## config.mk

```make
export PLATFORM = sky130hd
export DESIGN_NAME = alu_sequencer
export DESIGN_NICKNAME = d
export VERILOG_FILES = /design/src/rtl/alu_sequencer_pkg.sv /design/src/rtl/alu_sequencer_regfile.sv /design/src/rtl/alu_sequencer.sv
export SDC_FILE = /design/constraint.sdc
export NUM_CORES = 1
export LEC_CHECK = 0
export ABC_AREA = 1
export CAP_MARGIN = 25
export CORE_MARGIN = 5
export CORE_UTILIZATION = 50
export CTS_BUF_LIST = sky130_fd_sc_hd__clkbuf_4 sky130_fd_sc_hd__clkbuf_8
export CTS_CLUSTER_DIAMETER = 120
export CTS_CLUSTER_SIZE = 25
export DETAILED_ROUTE_END_ITERATION = 6
export GPL_TIMING_DRIVEN = 0
export PLACE_DENSITY_LB_ADDON = 0.12
export SKIP_LAST_GASP = 1
export SLEW_MARGIN = 10
export SYNTH_ARGS = -nofsm -noshare
export SYNTH_HDL_FRONTEND = slang
export SYNTH_HIERARCHICAL = 1
export SYNTH_SLANG_ARGS = --single-unit
```

## constraint.sdc

```tcl
create_clock -name clk -period 2 [get_ports clk]
set_input_delay 0.2 -clock clk [delete_from_list [all_inputs] [get_ports clk]]
set_output_delay 0.2 -clock clk [all_outputs]
set_load 0.005 [all_outputs]
```

## src/rtl/alu_sequencer_pkg.sv

```systemverilog
// alu_sequencer_pkg: shared opcodes, FSM encoding and datapath default width.
package alu_sequencer_pkg;
  localparam int WIDTH_DEF = 16;
  localparam logic [2:0] OP_ZERO     = 3'd0;
  localparam logic [2:0] OP_ADD      = 3'd1;
  localparam logic [2:0] OP_SUB      = 3'd2;
  localparam logic [2:0] OP_AND      = 3'd3;
  localparam logic [2:0] OP_OR       = 3'd4;
  localparam logic [2:0] OP_XOR      = 3'd5;
  localparam logic [2:0] OP_PASS_LHS = 3'd6;
  localparam logic [2:0] OP_PASS_RHS = 3'd7;
  localparam logic [1:0] ST_IDLE = 2'd0;
  localparam logic [1:0] ST_EXEC = 2'd1;
  localparam logic [1:0] ST_RESP = 2'd2;
endpackage

```

## src/rtl/alu_sequencer_regfile.sv

```systemverilog
// alu_sequencer_regfile: NREGS x WIDTH register file, two async operand reads, debug read, one sync write.
module alu_sequencer_regfile #(
  parameter int WIDTH = 16,
  parameter int NREGS = 4,
  parameter int RAW   = 2
) (
  input  logic             clk,
  input  logic             rst,
  input  logic             i_we,
  input  logic [RAW-1:0]   i_waddr,
  input  logic [WIDTH-1:0] i_wdata,
  input  logic [RAW-1:0]   i_raddr_a,
  input  logic [RAW-1:0]   i_raddr_b,
  input  logic [RAW-1:0]   i_dbg_sel,
  output logic [WIDTH-1:0] o_rdata_a,
  output logic [WIDTH-1:0] o_rdata_b,
  output logic [WIDTH-1:0] o_dbg_data
);
  logic [WIDTH-1:0] r_mem [NREGS];
  always_ff @(posedge clk) begin
    if (rst) r_mem <= '{default: '0};
    else if (i_we) r_mem[i_waddr] <= i_wdata;
  end
  assign o_rdata_a  = r_mem[i_raddr_a];
  assign o_rdata_b  = r_mem[i_raddr_b];
  assign o_dbg_data = r_mem[i_dbg_sel];
endmodule

```

## src/rtl/alu_sequencer.sv

```systemverilog
// alu_sequencer: accepts reg/imm ALU commands, drives the external ALU, writes back and returns the result.
module alu_sequencer
  import alu_sequencer_pkg::*;
#(
  parameter int WIDTH = WIDTH_DEF,
  parameter int NREGS = 4,
  parameter int RAW   = 2
) (
  input  logic             clk,
  input  logic             rst,
  input  logic             cmd_valid,
  output logic             cmd_ready,
  input  logic [2:0]       cmd_op,
  input  logic [RAW-1:0]   cmd_src_a,
  input  logic [RAW-1:0]   cmd_src_b,
  input  logic             cmd_use_imm,
  input  logic [WIDTH-1:0] cmd_imm,
  input  logic [RAW-1:0]   cmd_dst,
  input  logic             cmd_wb,
  output logic [2:0]       alu_operation,
  output logic [WIDTH-1:0] alu_op_lhs,
  output logic [WIDTH-1:0] alu_op_rhs,
  input  logic [WIDTH-1:0] alu_result,
  output logic             rsp_valid,
  input  logic             rsp_ready,
  output logic [WIDTH-1:0] rsp_data,
  output logic             rsp_zero,
  input  logic [RAW-1:0]   dbg_sel,
  output logic [WIDTH-1:0] dbg_data
);
  logic [1:0]       r_state;
  logic [2:0]       r_op;
  logic [RAW-1:0]   r_src_a, r_src_b, r_dst;
  logic             r_use_imm, r_wb;
  logic [WIDTH-1:0] r_imm;
  logic             r_rsp_valid, r_rsp_zero;
  logic [WIDTH-1:0] r_rsp_data;
  logic [WIDTH-1:0] w_rd_a, w_rd_b;
  logic             w_we;
  assign w_we = (r_state == ST_EXEC) && r_wb;
  alu_sequencer_regfile #(.WIDTH(WIDTH), .NREGS(NREGS), .RAW(RAW)) u_regfile (
    .clk        (clk),
    .rst        (rst),
    .i_we       (w_we),
    .i_waddr    (r_dst),
    .i_wdata    (alu_result),
    .i_raddr_a  (r_src_a),
    .i_raddr_b  (r_src_b),
    .i_dbg_sel  (dbg_sel),
    .o_rdata_a  (w_rd_a),
    .o_rdata_b  (w_rd_b),
    .o_dbg_data (dbg_data)
  );
  // Operands come straight from the regfile, so a writeback is visible to the next EXEC.
  assign alu_operation = r_op;
  assign alu_op_lhs    = w_rd_a;
  assign alu_op_rhs    = r_use_imm ? r_imm : w_rd_b;
  assign cmd_ready     = (r_state == ST_IDLE);
  assign rsp_valid     = r_rsp_valid;
  assign rsp_data      = r_rsp_data;
  assign rsp_zero      = r_rsp_zero;
  always_ff @(posedge clk) begin
    if (rst) begin
      r_state     <= ST_IDLE;
      r_op        <= '0;
      r_src_a     <= '0;
      r_src_b     <= '0;
      r_use_imm   <= 1'b0;
      r_imm       <= '0;
      r_dst       <= '0;
      r_wb        <= 1'b0;
      r_rsp_valid <= 1'b0;
      r_rsp_data  <= '0;
      r_rsp_zero  <= 1'b0;
    end else begin
      if (r_state == ST_IDLE && cmd_valid) begin
        r_op      <= cmd_op;
        r_src_a   <= cmd_src_a;
        r_src_b   <= cmd_src_b;
        r_use_imm <= cmd_use_imm;
        r_imm     <= cmd_imm;
        r_dst     <= cmd_dst;
        r_wb      <= cmd_wb;
        r_state   <= ST_EXEC;
      end
      if (r_state == ST_EXEC) begin
        r_rsp_data  <= alu_result;
        r_rsp_zero  <= (alu_result == '0);
        r_rsp_valid <= 1'b1;
        r_state     <= ST_RESP;
      end
      if (r_state == ST_RESP && rsp_ready) begin
        r_rsp_valid <= 1'b0;
        r_state     <= ST_IDLE;
      end
    end
  end
endmodule

```

# After elaboration in Yosys (flattened, before gate mapping)
# Index checks and enable logic that the tools add are counted.
[word_totals]
ff_bits = 111
latchBits = 0
mem_bits_rw = 0
romBits = 0
out_inout_bits = 70
word_cells = 51
mem_count = 0
[op_classes]
addsub = 0
n_mul = 0
n_div = 0
order_cmp = 5
eq_ne = 2
n_shift = 0
muxes = 15
bitwise = 4
reduce_logical = 9
[op_table]
columns = ["operator", "count"]
rows = [
  ["$mux W16", 8],
  ["$bmux W16 S2", 3],
  ["$bwmux W64", 1],
  ["$demux W16 S2", 1],
  ["$logic_not A16 Y1", 1],
  ["$ge A3 B3 Y1 const B", 4],
  ["$not A2 Y3", 4],
  ["$logic_and A1 B1 Y1", 4],
  ["$mux W2", 2],
  ["$lt A3 B1 Y1 const B", 1],
  ["$reduce_or A3 Y1", 1],
  ["$eq A2 B1 Y1 const B", 1],
  ["$eq A2 B2 Y1 const B", 1],
  ["$logic_not A2 Y1", 1],
  ["$reduce_bool A2 Y1", 1],
  ["$reduce_or A2 Y1", 1],
]

# Logic depth before layout (Yosys ltp)
[logic_depth]
ltp_word = 6
ltp_mapped = 10
mapped_depth_nobuf = 7

# Hierarchy
# Netlist, hierarchy kept.
[modules_own_cells]
columns = ["module", "instances", "cells_per_inst", "area_each_um2", "seq_area_each_um2"]
rows = [
  ["alu_sequencer_regfile", 1, 686, 4066.4, 1281.2],
  ["alu_sequencer", 1, 237, 1874.3, 940.9],
]

# Worst setup path after synthesis
# OpenSTA, ideal clock, no wires.
[synth_timing]
path_type = "reg-to-reg"
from = "register r_state[0]"
to = "register u_regfile/r_mem[51] in the netlist's numbering"
setup_ns = 0.115
arrival_time_ns = 1.380
setup_slack_ns = 0.505
stages_incl_launch_ff = 9
period_less_slack_ns = 1.495
path_cell_list = "dfxtp_1 -> nand2_2 -> buf_2 -> nor2_1 -> buf_2 -> clkbuf_1 -> nand3_1 -> nand2_1 -> nor2_1"
[synth_via]
elab_chain_len = 2
[synth_lines]
columns = ["item", "line_no", "rtl"]
rows = [
  ["start: declaration", "alu_sequencer.sv:31", "logic [1:0] r_state;"],
  ["start signal: assignment", "alu_sequencer.sv:64", "r_state <= ST_IDLE;"],
  ["start signal: assignment", "alu_sequencer.sv:84", "r_state <= ST_EXEC;"],
  ["start signal: assignment", "alu_sequencer.sv:90", "r_state <= ST_RESP;"],
  ["$eq A2 B1 Y1", "alu_sequencer.sv:40", "assign w_we = (r_state == ST_EXEC) && r_wb;"],
  ["$logic_and A1 B1 Y1", "alu_sequencer.sv:40", ""],
  ["net w_we", "alu_sequencer.sv:39", "logic w_we;"],
  ["end signal: indexed assignment", "alu_sequencer_regfile.sv:22", "else if (i_we) r_mem[i_waddr] <= i_wdata;"],
  ["end: declaration", "alu_sequencer_regfile.sv:19", "logic [WIDTH-1:0] r_mem [NREGS];"],
]
# The timed path passes the listed nets, and every way through them passes these cells.
# A chain may end at the register's enable or synchronous reset.

# Final worst setup path
[layout_timing]
from = "register r_src_b[0]"
to = "output port alu_op_rhs[4]"
[layout_via]
elab_chain_len = 5
[layout_lines]
columns = ["item", "line_no", "rtl"]
rows = [
  ["start: declaration", "alu_sequencer.sv:33", "logic [RAW-1:0] r_src_a, r_src_b, r_dst;"],
  ["start signal: assignment", "alu_sequencer.sv:79", "r_src_b <= cmd_src_b;"],
  ["$not A2 Y3 (not written as such)", "alu_sequencer_regfile.sv:25", "assign o_rdata_b = r_mem[i_raddr_b];"],
  ["$bmux W16 S2", "alu_sequencer_regfile.sv:25", ""],
  ["$mux W16 (not written as such) (2 in a row)", "alu_sequencer_regfile.sv:25", ""],
  ["net w_rd_b[4]", "alu_sequencer.sv:38", "logic [WIDTH-1:0] w_rd_a, w_rd_b;"],
  ["$mux W16", "alu_sequencer.sv:57", "assign alu_op_rhs = r_use_imm ? r_imm : w_rd_b;"],
  ["end: declaration", "alu_sequencer.sv:22", "output logic [WIDTH-1:0] alu_op_rhs,"],
]
# The timed path passes the listed nets, and every way through them passes these cells. The select of a mux whose other input is x is not followed.

==> impl_metrics.yaml <==
outcome:
  outcome: "complete, but fails checks"
  violations: "negative setup slack"
drt:
  ant_nets: 0
  vias: 6572
  wl_per_cell_um: 17.4
  drtIter0Drc: 612
  drt-total-wl_mm: 21.0
  vias_per_cell: 5.44
  first_pass_iters: 6
  route.detailed.drc: 0
pwr:
  power.leakage_nw: 3.83
  p_sw_share_pct: 31.9
  power_frac_clock_pct: 25.6
  p_sw_mw: 1.69
  internal-power_mw: 3.62
  power.total_mw: 5.31
  power_density_nw_per_um2: 673
  combPwrFrac_pct: 29.3
  irDropWorstVdd_mv: 0.512
  p_seq_share_pct: 45.1
timing:
  period_needed_ns: 2.03
  clock_skew_ns: 0.00894
  finalSetupViolations: 7
  hold_violations: 0
  rsz0062_at_grt: "true"
  max_freq_mhz: 493
  maxSlewHeadroom_pct: 56.3
  fin_ws_ns: -0.0273
  hold_ws_ns: 0.399
  drv_slew: 0
  worst_pin_slew_ns: 0.656
  period_share_pct: 101
yosys:
  synth_cell_types: 19
  avgSynthCellArea_um2: 6.44
  ys_ff_latch: 111
  yosysSeqAreaShare_pct: 37.4
  synthTopCellsByCount: "264 x nand2_1, 209 x nor2_1, 111 x dfxtp_1"
  yosysMostFrequentCell: "nand2_1"
  synthCells: 923
  syn_area_um2: 5940
  yosysTopAreaCell: "dfxtp_1"
  yosys_warnings: 6
  synthArstFlopShare_pct: 0
  synth_nets: 972
  synth_top_area_share_pct: 37.4
  synthFlopType: "dfxtp_1"
  synth_edf_count: 0
  netlist_top_cells_area: "dfxtp_1 37%, nand2_1 17%, nor2_1 13%"
setup_path:
  crit_cells: 7
  cp-start-kind: "flop"
  cp.buffers_inverters: 3
  crit_fanout: 8
  cp-end-kind: "output port"
  cp.arrival_ns: 1.83
  critical_path_required_ns: 1.80
  critPathSlowestCell: "dfxtp_4"
  r2r_cells: 10
  slowest_delay_ns: 0.41
  critical-path-top-delay-family: "buffers and inverters"
  crit_chain: "buf_8 -> buf_6 -> nand2_1 -> o211ai_1 -> nand2_1 -> mux2_4 -> buf_6"
  path_class: "flop to output port"
clock_tree:
  clock_path_buffers: 2
  clk_pin_slew_ns: 0.11
  cts_sinks: 111
  cts_buffers: 9
  ctsHoldBuffers: 0
  htree_levels: 3
  clk_latency_ns: 0.39
  cts_tree: "built"
  cts-root-buf: "clkbuf_8"
grt:
  grt_overflow: 0
  antenna_found_initial: 0
  grt_max_degree: 19
  grt.total_usage_pct: 28.9
  grt_first_pass_wirelength_mm: 32.6
  first_global_vias: 6092
die:
  die_area_um2: 14200
  initial_utilization_pct: 51.6
  std_cell_rows: 39
  pin_count: 119
  die_h_um: 119
  core_um2: 11500
  fp.dieW_um: 119
final_layout:
  diodes: 0
  final_util_pct: 68.5
  drive_gt1_share_pct: 12.8
  fin_nets: 1110
  finalInstanceArea_um2: 7890
  syn_to_final_growth_pct: 32.8
  fill_cells: 1049
  multi_input_area_um2: 3200
  stdcell_count: 1209
  regArea_um2: 2230
placed_design:
  dpl.cell_count: 1182
  dp_hpwl_mm: 15.3
  gp_congestion: 0.913
  dpl_cell_area_um2: 7280
  port_buffers: 116
hold_path:
  holdPathStages: 3
  hp-class: "input pin to flop"
run:
  cap_violations: 0
-- power groups by stage --
stage	sequential [mW]	combinational, mW	clock (mW)
2_1_floorplan	2.42	0.691	0
4_1_cts	2.39	1.50	1.37
6_report	2.39	1.55	1.36
5_1_grt	2.41	1.68	1.47
3_3_place_gp	2.43	1.35	0
3_5_place_dp	2.43	1.35	0
-- cell families after synthesis --
group | Yosys count | share of synthesized area (%)
AND/OR/NAND/NOR | 497 | 32.1
AO/OA/AOI/OAI | 158 | 17.4
buffers and inverters | 141 | 10.2
flip-flops | 111 | 37.4
multiplexers | 16 | 3.03
-- cell usage in the layout (no fill, tap or decap), types with 8 or more instances in the layout --
cell type        instances
inv_1                   71
nand2_2                 11
o21ai_0                 32
clkdlybuf4s50_1         90
nor2_1                 209
o211ai_1                96
mux2_4                  13
nand3_1                 17
dfxtp_1                106
clkbuf_8                13
buf_6                   33
a21oi_1                 20
nand2_1                255
buf_2                   26
o21ai_1                 10
dlymetal6s2s_1           8
-- registers in the layout, summed over array words and instances, names as in the netlist --
name / cells
r_dst: 2
alu_operation: 3
r_use_imm: 1
r_wb: 1
u_regfile/r_mem: 64
r_state: 2
r_src_a: 2
r_imm: 16
rsp_valid: 1
rsp_data: 16
rsp_zero: 1
r_src_b: 2
-- tightest hold or removal path: cells and delay by family --
kind            cells  cell delay (ns)
buf+inv             1             0.39
compound gates      1             0.12
simple gates        1             0.04
-- metrics by stage --
step,TNS (ns),setup slack [ns]
after floorplan,0,0.505
after global placement,-0.993,-0.115
after detailed placement,-0.697,-0.0799
after CTS,-0.392,-0.0599
after global routing,-0.984,-0.0921
final,-0.100,-0.0273
-- per-layer routing --
layer	vias to the layer above	track usage, %	wire length (µm)
met1	2898	37.7	8660
met5	-	0	0
li1	3219	-	-
met2	394	45.4	9150
met3	61	8.29	2620
met4	0	10.9	599
-- final timing paths --
path / from / to / slack (ns)
hold reg to reg: r_wb$_SDFFE_PP0P_ / r_wb$_SDFFE_PP0P_ / 0.49
setup reg to reg: r_state[1]$_SDFFE_PP0P_ / u_regfile/r_mem[35]$_SDFFE_PP0P_ / 0.17
setup / recovery: r_src_b[0]$_SDFFE_PP0P_ / alu_op_rhs[4] / -0.03
hold / removal: cmd_op[0] / alu_operation[0]$_SDFFE_PP0P_ / 0.40
-- cell type report --
type                       instances  area share, %
clock inverter                     5          0.492
sequential                       111           28.3
tap                              143           2.27
buffer                            64           5.87
inverter                          76           3.73
multi-input combinational        671           40.6
timing repair buffer             128           16.8
clock buffer                      11           1.92
-- what timing repair did --
| item | 4_1_cts | 5_1_grt |
|---|---|---|
| cloned | 7 | 0 |
| setup buffers | 5 | 0 |
| gates resized for setup | 146 | 48 |
| pin swaps | 29 | 22 |
| hold endpoints to repair | 0 | 0 |
| endpoints found under the setup margin | 32 | 91 |
Power figures use the tool's default switching activity.
